`config.mk`:
```
export PLATFORM = sky130hd
export DESIGN_NAME = mag_cmp_seq
export DESIGN_NICKNAME = d
export VERILOG_FILES = /design/src/rtl/mag_cmp_seq.sv
export SDC_FILE = /design/constraint.sdc
export NUM_CORES = 1
export LEC_CHECK = 0
export CORE_AREA = 2 2 62 64
export DETAILED_ROUTE_END_ITERATION = 8
export DIE_AREA = 0 0 64 66
export GPL_ROUTABILITY_DRIVEN = 0
export HOLD_SLACK_MARGIN = 0.12
export PLACE_DENSITY_LB_ADDON = 0.05
export SETUP_SLACK_MARGIN = 0.05
export SLEW_MARGIN = 10
export SYNTH_ARGS = -nofsm -noshare
export SYNTH_HDL_FRONTEND = slang
export SYNTH_SLANG_ARGS = --single-unit
```
`constraint.sdc`:
```
create_clock -name clk -period 2.15 [get_ports clk]
set_input_delay 0.645 -clock clk [delete_from_list [all_inputs] [get_ports clk]]
set_output_delay 0.645 -clock clk [all_outputs]
set_load 0.01 [all_outputs]
```
`src/rtl/mag_cmp_seq.sv`:
```
// Sequential NCH-channel magnitude comparator: max/min with indices, all-equal and ch0-vs-ch1 flags.
// Define MAG_CMP_SIGNED_EN to treat operands as two's-complement signed values.
module mag_cmp_seq #(
    parameter  int unsigned WIDTH = 3,
    parameter  int unsigned NCH   = 2,
    localparam int unsigned IDXW  = $clog2(NCH)
) (
    input  logic                   clk,
    input  logic                   rst,
    input  logic                   in_valid,
    output logic                   in_ready,
    input  logic [NCH*WIDTH-1:0]   in_data,
    output logic                   out_valid,
    input  logic                   out_ready,
    output logic [WIDTH-1:0]       max_val,
    output logic [IDXW-1:0]        max_idx,
    output logic [WIDTH-1:0]       min_val,
    output logic [IDXW-1:0]        min_idx,
    output logic                   all_eq,
    output logic                   a_gt_b,
    output logic                   a_lt_b,
    output logic                   a_eq_b
);

    typedef enum logic [1:0] {
        IDLE = 2'd0,
        SCAN = 2'd1,
        DONE = 2'd2
    } state_t;

    state_t                      state;
    logic [NCH-1:0][WIDTH-1:0]   data_q;
    logic [IDXW-1:0]             cnt;
    logic [WIDTH-1:0]            cur_op;
    logic [WIDTH-1:0]            in_ch0;
    logic [WIDTH-1:0]            in_ch1;

    // Strict greater-than in the selected number system
    function automatic logic op_gt(input logic [WIDTH-1:0] a, input logic [WIDTH-1:0] b);
`ifdef MAG_CMP_SIGNED_EN
        return $signed(a) > $signed(b);
`else
        return a > b;
`endif
    endfunction

    assign in_ready = (state == IDLE) && !rst;
    assign cur_op   = data_q[cnt];
    assign in_ch0   = in_data[WIDTH-1:0];
    assign in_ch1   = in_data[2*WIDTH-1:WIDTH];

    // Accept a vector, then fold one channel per cycle into the running max/min
    always_ff @(posedge clk) begin
        if (rst) begin
            state     <= IDLE;
            data_q    <= '0;
            cnt       <= '0;
            out_valid <= 1'b0;
            max_val   <= '0;
            max_idx   <= '0;
            min_val   <= '0;
            min_idx   <= '0;
            all_eq    <= 1'b0;
            a_gt_b    <= 1'b0;
            a_lt_b    <= 1'b0;
            a_eq_b    <= 1'b0;
        end else begin
            case (state)
                IDLE: begin
                    if (in_valid) begin
                        data_q  <= in_data;
                        max_val <= in_ch0;
                        min_val <= in_ch0;
                        max_idx <= '0;
                        min_idx <= '0;
                        all_eq  <= 1'b1;
                        cnt     <= IDXW'(1);
                        a_gt_b  <= op_gt(in_ch0, in_ch1);
                        a_lt_b  <= op_gt(in_ch1, in_ch0);
                        a_eq_b  <= (in_ch0 == in_ch1);
                        state   <= SCAN;
                    end
                end
                SCAN: begin
                    // Strict comparisons keep the lowest index on ties
                    if (op_gt(cur_op, max_val)) begin
                        max_val <= cur_op;
                        max_idx <= cnt;
                    end
                    if (op_gt(min_val, cur_op)) begin
                        min_val <= cur_op;
                        min_idx <= cnt;
                    end
                    if (cur_op != data_q[0]) begin
                        all_eq <= 1'b0;
                    end
                    if (cnt == IDXW'(NCH - 1)) begin
                        out_valid <= 1'b1;
                        state     <= DONE;
                    end else begin
                        cnt <= cnt + IDXW'(1);
                    end
                end
                DONE: begin
                    if (out_ready) begin
                        out_valid <= 1'b0;
                        state     <= IDLE;
                    end
                end
                default: begin
                    out_valid <= 1'b0;
                    state     <= IDLE;
                end
            endcase
        end
    end

endmodule

```
## Word level (Yosys, flattened, before mapping)

Index checks and enable logic that the tools add are counted.
W data, S select, Z words.

| word-level totals | value |
|---|---|
| register bits | 22 |
| bits of input ports | 10 |
| output and inout bits | 14 |
| logic and storage cells | 65 |

| cells by class | value |
|---|---|
| add/sub/neg operators | 1 |
| order comparisons | 5 |
| equal/unequal tests | 10 |
| muxes and demuxes | 24 |
| bitwise gates (word level) | 1 |
| reduce and logical (&&, ||, !) cells | 11 |

Operators by type and width:

| operator | number |
|---|---|
| $mux W3 | 5 |
| $reduce_and A3 Y1 | 5 |
| $gt A3 B3 Y1 | 4 |
| $ne A2 B2 Y1 const B | 6 |
| $pmux W3 S2 | 2 |
| $mux W1 | 8 |
| $pmux W1 S2 | 4 |
| $mux W2 | 3 |
| $pmux W2 S3 | 1 |
| $reduce_and A2 Y1 | 2 |
| $eq A3 B3 Y1 | 1 |
| $ne A3 B3 Y1 | 1 |
| $pmux W1 S3 | 1 |
| $eq A2 B1 Y1 const B | 1 |
| $eq A2 B2 Y1 const B | 1 |
| $logic_not A2 Y1 | 1 |
| $lt A1 B2 Y1 const B | 1 |
| $reduce_bool A2 Y1 | 1 |
| $add A1 B1 Y1 const B | 1 |
| $logic_and A1 B1 Y1 | 1 |
| $logic_not A1 Y1 | 1 |
| $not A1 Y1 | 1 |

## Depth between registers and ports, before layout

Gate-level depths: netlist of the first run.

| logic depth | value |
|---|---|
| depth after elaboration | 5 |
| mapped depth | 7 |
| depth with buffers taken out | 7 |

## Worst setup path after synthesis of the first run

No wires, ideal clock.

| path | value |
|---|---|
| path type | register to register |
| start | register cnt |
| end | register max_idx |
| setup time | 125 ps |
| arrival | 1,620 ps |
| path slack | 405 ps |
| cell stages (with the launch flop) | 7 |
| buffers on the path | 0 |
| path through | dfxtp_1 mux2_2 ha_1 inv_1 o21ai_0 a31oi_4 mux2i_1 |

| between the ends | value |
|---|---|
| longest elaborated chain between the ends | 5 |

RTL lines:

| item | RTL line | source |
|---|---|---|
| start, declared | 33 | `logic [IDXW-1:0] cnt;` |
| start signal, assigned | 101 | `cnt <= cnt + IDXW'(1);` |
| $mux W3 (implied by the code) (2 in a row) | 48 | `assign cur_op = data_q[cnt];` |
| $gt A3 B3 Y1 | 43 | `return a > b;` |
| $ne A2 B2 Y1 (no line) | -- |  |
| $reduce_and A3 Y1 (no line) | -- |  |
| end signal, assigned | 88 | `max_idx <= cnt;` |
| end, declared | 16 | `output logic [IDXW-1:0] max_idx,` |

Parallel ways exist; a longest one is shown, timed or not. The select of a mux whose other input is x is not followed.
A chain may end at the register's enable or synchronous reset.

## Final worst setup path of the first run

| path | value |
|---|---|
| start | input port rst |
| end | output port in_ready |

| between the ends | value |
|---|---|
| longest elaborated chain between the ends | 2 |

RTL lines:

| item | RTL line | source |
|---|---|---|
| start, declared | 9 | `input logic rst,` |
| $logic_not A1 Y1 | 47 | `assign in_ready = (state == IDLE) && !rst;` |
| $logic_and A1 B1 Y1 | 47 |  |
| end, declared | 11 | `output logic in_ready,` |

Every way passes these cells.

==> flow_metrics.py, run 1 <==
metrics = {
    "clocking": {
        "cts-hold-fix-buffers": 0,
        "clkTransAtPathRegs_ns": 0.13,
        "numCtsBuffers": 3,
        "clk_latency_ns": 0.31,
        "cts_root_buf": "clkbuf_4",
        "numClockSinks": 22,
        "cts_buffer_depth": 2,
        "htreeDepth": 1,
        "cts_setup_buffers": 0,
        "cts_tree": "yes",
    },
    "synthesis": {
        "synth.distinct_cells": 29,
        "yosysSeqAreaShare_pct": 37.0,
        "synth_warnings": 0,
        "ys_ff_latch": 22,
        "synth_top_cell_by_area": "dfxtp_1",
        "syn_area_per_cell_sq_um": 8.69,
        "syn_area_sq_um": 1190,
        "synth_top_area_share_pct": 37.0,
        "synth.net_count": 156,
        "synthTopCellsByArea": "dfxtp_1 (37%), ha_1 (9.5%), mux2i_1 (7.6%)",
        "syn-instance-count": 137,
    },
    "die": {
        "io_pins": 24,
        "initial_core_util_pct": 33.5,
        "core_sq_um": 3550,
        "die_area_sq_um": 4220,
        "num_rows": 22,
        "die_h_microns": 66,
        "die_w_microns": 64,
    },
    "drt": {
        "wl_per_cell_microns": 11.7,
        "dr.first_iter.drc_count": 25,
        "drtPass1Iterations": 4,
        "ant_nets": 0,
        "wirelength_microns": 2460,
        "viasPerCell": 4.63,
        "vias": 976,
        "drc": 0,
    },
    "sta": {
        "finalSetupViolCount": 0,
        "tightest_slew_ns": 0.412,
        "clock.fmax_ghz": 0.497,
        "drv_slew": 0,
        "rsz0062_at_grt": "no",
        "hold_violations": 0,
        "finalWorstSetupSlack_ns": 0.136,
        "slew_headroom_pct": 72.5,
        "period_needed_ns": 2.01,
        "fin_crit_sh_pct": 93.7,
        "whs_ns": 0.460,
        "skew_ns": 0.00347,
    },
    "worst_setup_path": {
        "critPathMaxStageDelay_ns": 0.46,
        "path_max_fanout": 2,
        "slowest_stage": "clkdlybuf4s50_1",
        "r2r_cells": 7,
        "end_kind": "output pin",
        "worst-endpoint-required_ns": 1.50,
        "start_kind": "input port",
        "arrival_ns": 1.37,
        "worstPathCellList": "clkdlybuf4s50_1 > nor3_2 > buf_2",
        "crit_type": "input port to output pin",
    },
    "placed_design": {
        "io_buffer_count": 23,
        "place_ws_ns": -0.326,
        "dp_cells": 207,
        "dp_hpwl_microns": 1880,
        "placed_area_sq_um": 1480,
    },
    "min_path": {
        "hold_depth": 2,
        "hold_path_class": "register to register",
    },
    "global_routing": {
        "grt_max_degree": 27,
        "grt_pass1_vias": 949,
        "gr-total-overflow": 0,
        "grt_first_pass_wirelength_microns": 4400,
        "track_usage_pct": 13.4,
        "antenna_found_initial": 0,
    },
    "power": {
        "vdd_ir_drop_max_v": 0.000199,
        "p_total_w": 0.000998,
        "leakage_nw": 0.644,
        "powerDensity_nw_per_um2": 659,
    },
    "cells_and_area": {
        "nets": 183,
        "drive_gt1_share_pct": 12.9,
        "syn2layout_area_growth_pct": 27.1,
        "fin_cells": 211,
        "diodes": 0,
        "design_area_sq_um": 1510,
    },
    "job": {
        "maxCapViolations": 0,
    },
    "run_status": {
        "status": "finished clean",
    },
}
Yosys cell counts, drive strengths merged:
cell,count
dfxtp,22
nand2,20
a21oi,13
inv,13
ha,9
mux2i,9
nor2,9
nand2b,8
o21ai,5
a211o,4
a31oi,4
buf,4
mux2,3
nor3,3
xor2,3
and2,1
and2b,1
and3,1
clkbuf,1
nand3,1
nor2b,1
o21bai,1
or2,1
critical path: cells and delay by family:
family	cells	cell delay, ns
buf+inv	2	0.61
simple gates	1	0.12
through the flow:
stage | util [%] | TNS (ns)
5_1_grt | 42.6 | 0
4_1_cts | 42.6 | 0
6_report | 42.6 | 0
3_5_place_dp | 41.6 | -0.348
2_1_floorplan | - | 0
3_3_place_gp | 41.6 | -0.305
logic make-up (layout without fill, tap and decap cells):
group                    after synthesis  after routing  share of synthesized area (%)
adder cells (fa/ha/maj)                9              9                           9.45
flip-flops                            22             22                           37.0
AO/OA/AOI/OAI                         27             27                           15.8
buffers and inverters                 18             44                           7.04
XOR/XNOR                               3              3                           2.21
AND/OR/NAND/NOR                       46             46                           18.2
multiplexers                          12             12                           10.4
worst paths after layout:
| check | from | endpoint | slack (ns) |
|---|---|---|---|
| min reg2reg | a_eq_b | a_eq_b | 0.46 |
| max | rst | in_ready | 0.14 |
| max reg2reg | cnt | min_idx | 0.30 |
| min | a_eq_b | a_eq_b | 0.46 |
cell type report:
type                       count  area [sq um]
multi-input combinational     97           672
sequential                    22           442
timing repair buffer          27           255
fill                         371          2040
inverter                      13          48.8
tap                           48          60.1
clock buffer                   4          36.3
what timing repair did:
action | CTS | global route
pin swaps | 0 | 0
endpoints found under the setup margin | 1 | 1
gates resized for setup | 5 | 1
power breakdown:
group / internal [W] / switching [W]
sequential: 0.000442 / 0.0000298
combinational: 0.000146 / 0.000143
clock: 0.000104 / 0.000133
total: 0.000692 / 0.000306
cells in the final DEF (no fill, tap or decap), drive strengths merged:
master         instances
clkdlybuf4s50         22
dfxtp                 22
nand2                 20
a21oi                 13
inv                   13
nor2                   9
mux2i                  9
ha                     9
nand2b                 8
o21ai                  5
buf                    5
a211o                  4
clkbuf                 4
a31oi                  4
mux2                   3
xor2                   3
nor3                   3
and2b                  1
and2                   1
o21bai                 1
or2                    1
nor2b                  1
nand3                  1
and3                   1
state kept, by name, summed over array words and instances, names as in the netlist:
register,cells
a_eq_b,1
a_gt_b,1
a_lt_b,1
all_eq,1
cnt,1
data_q,6
max_idx,1
max_val,3
min_idx,1
min_val,3
out_valid,1
state,2
per-layer routing:
metal	track usage (%)	routed length, microns	up-vias
met5	0	0	-
met3	2.21	75	5
met1	17.6	1200	444
met4	5.71	44	0
li1	-	-	510
met2	21.7	1140	17
Note: power is estimated with default switching activity, not from simulation.
==> inputs of run 2 (changes only) <==
==> constraint.sdc (replaced) <==
create_clock -name clk -period 2.5 [get_ports clk]
set_input_delay 0.75 -clock clk [delete_from_list [all_inputs] [get_ports clk]]
set_output_delay 0.75 -clock clk [all_outputs]
set_load 0.01 [all_outputs]
==> flow_metrics.py, run 2 (synthesis results as in run 1) <==
metrics = {
    "worst_setup_path": {
        "arrival_ns": 1.59,
        "cpLargestDelayFamily": "buffers and inverters",
        "start_kind": "input port",
        "end_kind": "output pin",
        "worst-endpoint-required_ns": 1.75,
        "slowest_stage": "clkdlybuf4s50_1",
        "crit_type": "input port to output pin",
        "reg2reg_slack_ns": 0.57,
        "path_buf_inv": 2,
        "critPathMaxStageDelay_ns": 0.43,
        "worstPathCellList": "clkdlybuf4s50_1 > nor3_1 > clkdlybuf4s15_1",
        "path_max_fanout": 2,
    },
    "die": {
        "num_rows": 22,
        "die_h_microns": 66,
        "initial_core_util_pct": 33.5,
        "core_sq_um": 3550,
        "io_pins": 24,
        "die_area_sq_um": 4220,
        "die_w_microns": 64,
    },
    "sta": {
        "finalSetupViolCount": 0,
        "whs_ns": 0.460,
        "clock.fmax_ghz": 0.426,
        "hold_violations": 0,
        "period_needed_ns": 2.34,
        "drv_slew": 0,
        "skew_ns": 0.00799,
        "tightest_slew_ns": 0.407,
        "slew_headroom_pct": 72.9,
        "fin_crit_sh_pct": 93.8,
        "rsz0062_at_grt": "no",
    },
    "clocking": {
        "clkTransAtPathRegs_ns": 0.12,
        "htreeDepth": 1,
        "numClockSinks": 22,
        "cts-hold-fix-buffers": 0,
        "numCtsBuffers": 3,
        "cts_buffer_depth": 2,
        "cts_tree": "yes",
        "cts_root_buf": "clkbuf_4",
        "clk_latency_ns": 0.30,
    },
    "global_routing": {
        "grt_pass1_vias": 971,
        "antenna_found_initial": 0,
        "gr-total-overflow": 0,
        "grt_first_pass_wirelength_microns": 4290,
        "grt_max_degree": 27,
        "track_usage_pct": 13.1,
    },
    "drt": {
        "viasPerCell": 4.61,
        "ant_nets": 0,
        "wl_per_cell_microns": 11.9,
        "wirelength_microns": 2480,
        "vias": 958,
        "dr.first_iter.drc_count": 11,
        "drtPass1Iterations": 4,
        "drc": 0,
    },
    "placed_design": {
        "dp_cells": 205,
        "io_buffer_count": 23,
        "dp_hpwl_microns": 1930,
    },
    "cells_and_area": {
        "drive_gt1_share_pct": 9.38,
        "reg_top3": "data_q x6, max_val x3, min_val x3",
        "diodes": 0,
        "fin_cells": 208,
        "utilization_pct": 41.8,
        "nets": 181,
        "fillers": 371,
        "largest_reg_flops": 6,
        "max_flop_register": "data_q",
        "layout_common_cells": "dfxtp_1 (22), clkdlybuf4s50_1 (22), nand2_1 (19)",
        "syn2layout_area_growth_pct": 24.6,
    },
    "min_path": {
        "hold_path_class": "register to register",
    },
    "job": {
        "maxCapViolations": 0,
    },
    "power": {
        "p_total_w": 0.000813,
        "vdd_ir_drop_max_v": 0.000191,
        "powerDensity_nw_per_um2": 548,
        "leakage_nw": 0.625,
    },
    "run_status": {
        "status": "finished clean",
    },
}
run 2: area by class of cell:
cell class	count	area [sq um]	share of cell area [%]
clock buffer	3	22.5	1.52
inverter	13	48.8	3.29
multi-input combinational	97	667	44.9
sequential	22	440	29.7
tap	48	60.1	4.05
timing repair buffer	25	245	16.5
run 2: power by group:
group	switching [W]	internal (W)
logic	0.000123	0.000124
clock network	0.000105	0.0000561
registers	0.0000246	0.000380
total	0.000252	0.000560
run 2: worst paths after layout:
kind | startpoint | end | cells after the start
setup / recovery | rst | in_ready | 3
hold / removal | a_eq_b | a_eq_b | 2
setup reg to reg | cnt | min_val[2] | 7
hold reg to reg | a_eq_b | a_eq_b | 2
run 2: metrics by stage:
step                      area, sq um  TNS (ns)  worst slack, ns
after global placement           1460    -0.159           -0.159
after floorplan                  1190         0            0.558
after detailed placement         1460    -0.148           -0.148
final                            1480         0            0.155
after global routing             1480         0           0.0541
after CTS                        1480         0            0.136
run 2: metal layers:
layer | GRT usage [%] | vias up | routed length, microns
li1 | - | 507 | -
met1 | 15.6 | 435 | 1160
met2 | 22.9 | 14 | 1210
met3 | 2.56 | 2 | 82
met4 | 5.71 | 0 | 22
met5 | 0 | - | 0
run 2: worst min-delay path, delay by kind of cell, from the launching register on:
kind               cells  cell delay [ns]
DFF                    1             0.33
and+or+nand+nor        1             0.05
AOI/OAI and AO/OA      1             0.05
run 2: what timing repair did:
item	4_1_cts	5_1_grt
setup endpoints to repair	1	1
endpoints found under the hold margin	0	0
cloned	0	0
resized for setup	1	1
setup buffers	0	0
==> inputs of run 3 (changes only) <==
--- a/config.mk
+++ b/config.mk
@@ -11,8 +11,10 @@
 export GPL_ROUTABILITY_DRIVEN = 0
 export HOLD_SLACK_MARGIN = 0.12
 export PLACE_DENSITY_LB_ADDON = 0.05
+export RECOVER_POWER = 100
 export SETUP_SLACK_MARGIN = 0.05
 export SLEW_MARGIN = 10
 export SYNTH_ARGS = -nofsm -noshare
 export SYNTH_HDL_FRONTEND = slang
 export SYNTH_SLANG_ARGS = --single-unit
+export TNS_END_PERCENT = 1
==> flow_metrics.py, run 3 (synthesis results as in run 1) <==
metrics = {
    "cells_and_area": {
        "layout_common_cells": "dfxtp_1 (22), nand2_1 (19), dlygate4sd3_1 (14)",
        "diodes": 0,
        "largest_reg_flops": 6,
        "syn2layout_area_growth_pct": 24.2,
        "nets": 181,
        "final_common_cell": "dfxtp_1",
        "design_area_sq_um": 1480,
        "utilization_pct": 41.6,
        "reg_top3": "data_q x6, max_val x3, min_val x3",
        "drive_gt1_share_pct": 8.75,
        "max_flop_register": "data_q",
    },
    "sta": {
        "tightest_slew_ns": 1.05,
        "clock.fmax_ghz": 0.424,
        "hold_violations": 0,
        "slew_headroom_pct": 30.3,
        "period_needed_ns": 2.36,
        "finalSetupViolCount": 0,
        "finalWorstSetupSlack_ns": 0.140,
        "rsz0062_at_grt": "no",
        "drv_slew": 0,
        "setup-tns-final_ns": 0,
        "skew_ns": 0.00800,
        "fin_crit_sh_pct": 94.4,
    },
    "global_routing": {
        "grt_max_degree": 27,
        "grt_pass1_vias": 971,
        "antenna_found_initial": 0,
        "grt_first_pass_wirelength_microns": 4290,
        "gr-total-overflow": 0,
        "track_usage_pct": 13.1,
    },
    "worst_setup_path": {
        "r2r-end": "min_val[2]",
        "r2r_cells": 7,
        "end_kind": "output pin",
        "arrival_ns": 1.61,
        "worstReg2RegStart": "cnt",
        "path_max_fanout": 2,
        "reg2reg_slack_ns": 0.57,
        "worst-endpoint-required_ns": 1.75,
        "crit_type": "input port to output pin",
        "start_kind": "input port",
    },
    "clocking": {
        "htreeDepth": 1,
        "cts-hold-fix-buffers": 0,
        "clkTransAtPathRegs_ns": 0.12,
        "numCtsBuffers": 3,
        "cts_buffer_depth": 2,
        "cts_root_buf": "clkbuf_4",
        "cts_tree": "yes",
        "clk_latency_ns": 0.30,
        "numClockSinks": 22,
        "cts_setup_buffers": 0,
    },
    "die": {
        "core_sq_um": 3550,
        "die_h_microns": 66,
        "io_pins": 24,
        "initial_core_util_pct": 33.5,
        "die_w_microns": 64,
        "num_rows": 22,
        "die_area_sq_um": 4220,
    },
    "drt": {
        "wl_per_cell_microns": 11.9,
        "drc": 0,
        "ant_nets": 0,
        "dr.first_iter.drc_count": 9,
        "vias": 958,
        "wirelength_microns": 2480,
        "viasPerCell": 4.61,
        "drtPass1Iterations": 4,
    },
    "power": {
        "leakage_nw": 0.660,
        "p_total_w": 0.000804,
        "vdd_ir_drop_max_v": 0.000191,
        "powerDensity_nw_per_um2": 543,
    },
    "min_path": {
        "hold_depth": 2,
        "min-delay-start": "a_eq_b",
        "hold_path_class": "register to register",
        "whs_endpoint": "a_eq_b",
    },
    "placed_design": {
        "place_ws_ns": -0.148,
        "placed_area_sq_um": 1460,
        "dp_hpwl_microns": 1930,
        "io_buffer_count": 23,
    },
    "run_status": {
        "status": "finished clean",
    },
    "job": {
        "maxCapViolations": 0,
    },
}
[run 3: metal layers]
| layer | track usage [%] | vias up | wire length (microns) |
|---|---|---|---|
| li1 | - | 507 | - |
| met3 | 2.56 | 2 | 82 |
| met4 | 5.71 | 0 | 22 |
| met1 | 15.6 | 435 | 1160 |
| met5 | 0 | - | 0 |
| met2 | 22.9 | 14 | 1210 |
[run 3: cell type report]
type,count,area [sq um]
sequential,22,440
timing repair buffer,25,240
clock buffer,3,22.5
fill,368,2070
multi-input combinational,97,667
tap,48,60.1
inverter,13,48.8
[run 3: worst max path at each step]
| stage | from | end | slack, ns | depth (start not counted) |
|---|---|---|---|---|
| 2_1_floorplan | rst | in_ready | 0.56 | 2 |
| 3_3_place_gp | rst | in_ready | -0.16 | 3 |
| 3_5_place_dp | rst | in_ready | -0.15 | 3 |
| 4_1_cts | rst | in_ready | 0.14 | 3 |
| 5_1_grt | rst | in_ready | 0.05 | 3 |
| 6_report | rst | in_ready | 0.14 | 3 |
[run 3: critical path, stage by stage]
cell             delay [ns]
clkdlybuf4s50_1        0.43
nor3_1                 0.14
dlygate4sd2_1          0.29
[run 3: report_power, final]
group	internal, W	total (W)	switching [W]	leakage (nW)
registers	0.000380	0.000404	0.0000237	0.181
clock network	0.0000561	0.000161	0.000105	0.0138
logic	0.000116	0.000239	0.000123	0.465
total	0.000552	0.000804	0.000251	0.660
[run 3: per-stage QoR]
stage	cells	hold slack, ns
finish	208	0.457
global route	208	0.491
CTS	208	0.465
detailed placement	205	0.447
global placement	205	0.443
floorplan	137	0.458
[run 3: what timing repair did]
item                       in CTS  in global routing
resized for setup               1                  1
cloned                          0                  0
setup endpoints to repair       1                  1
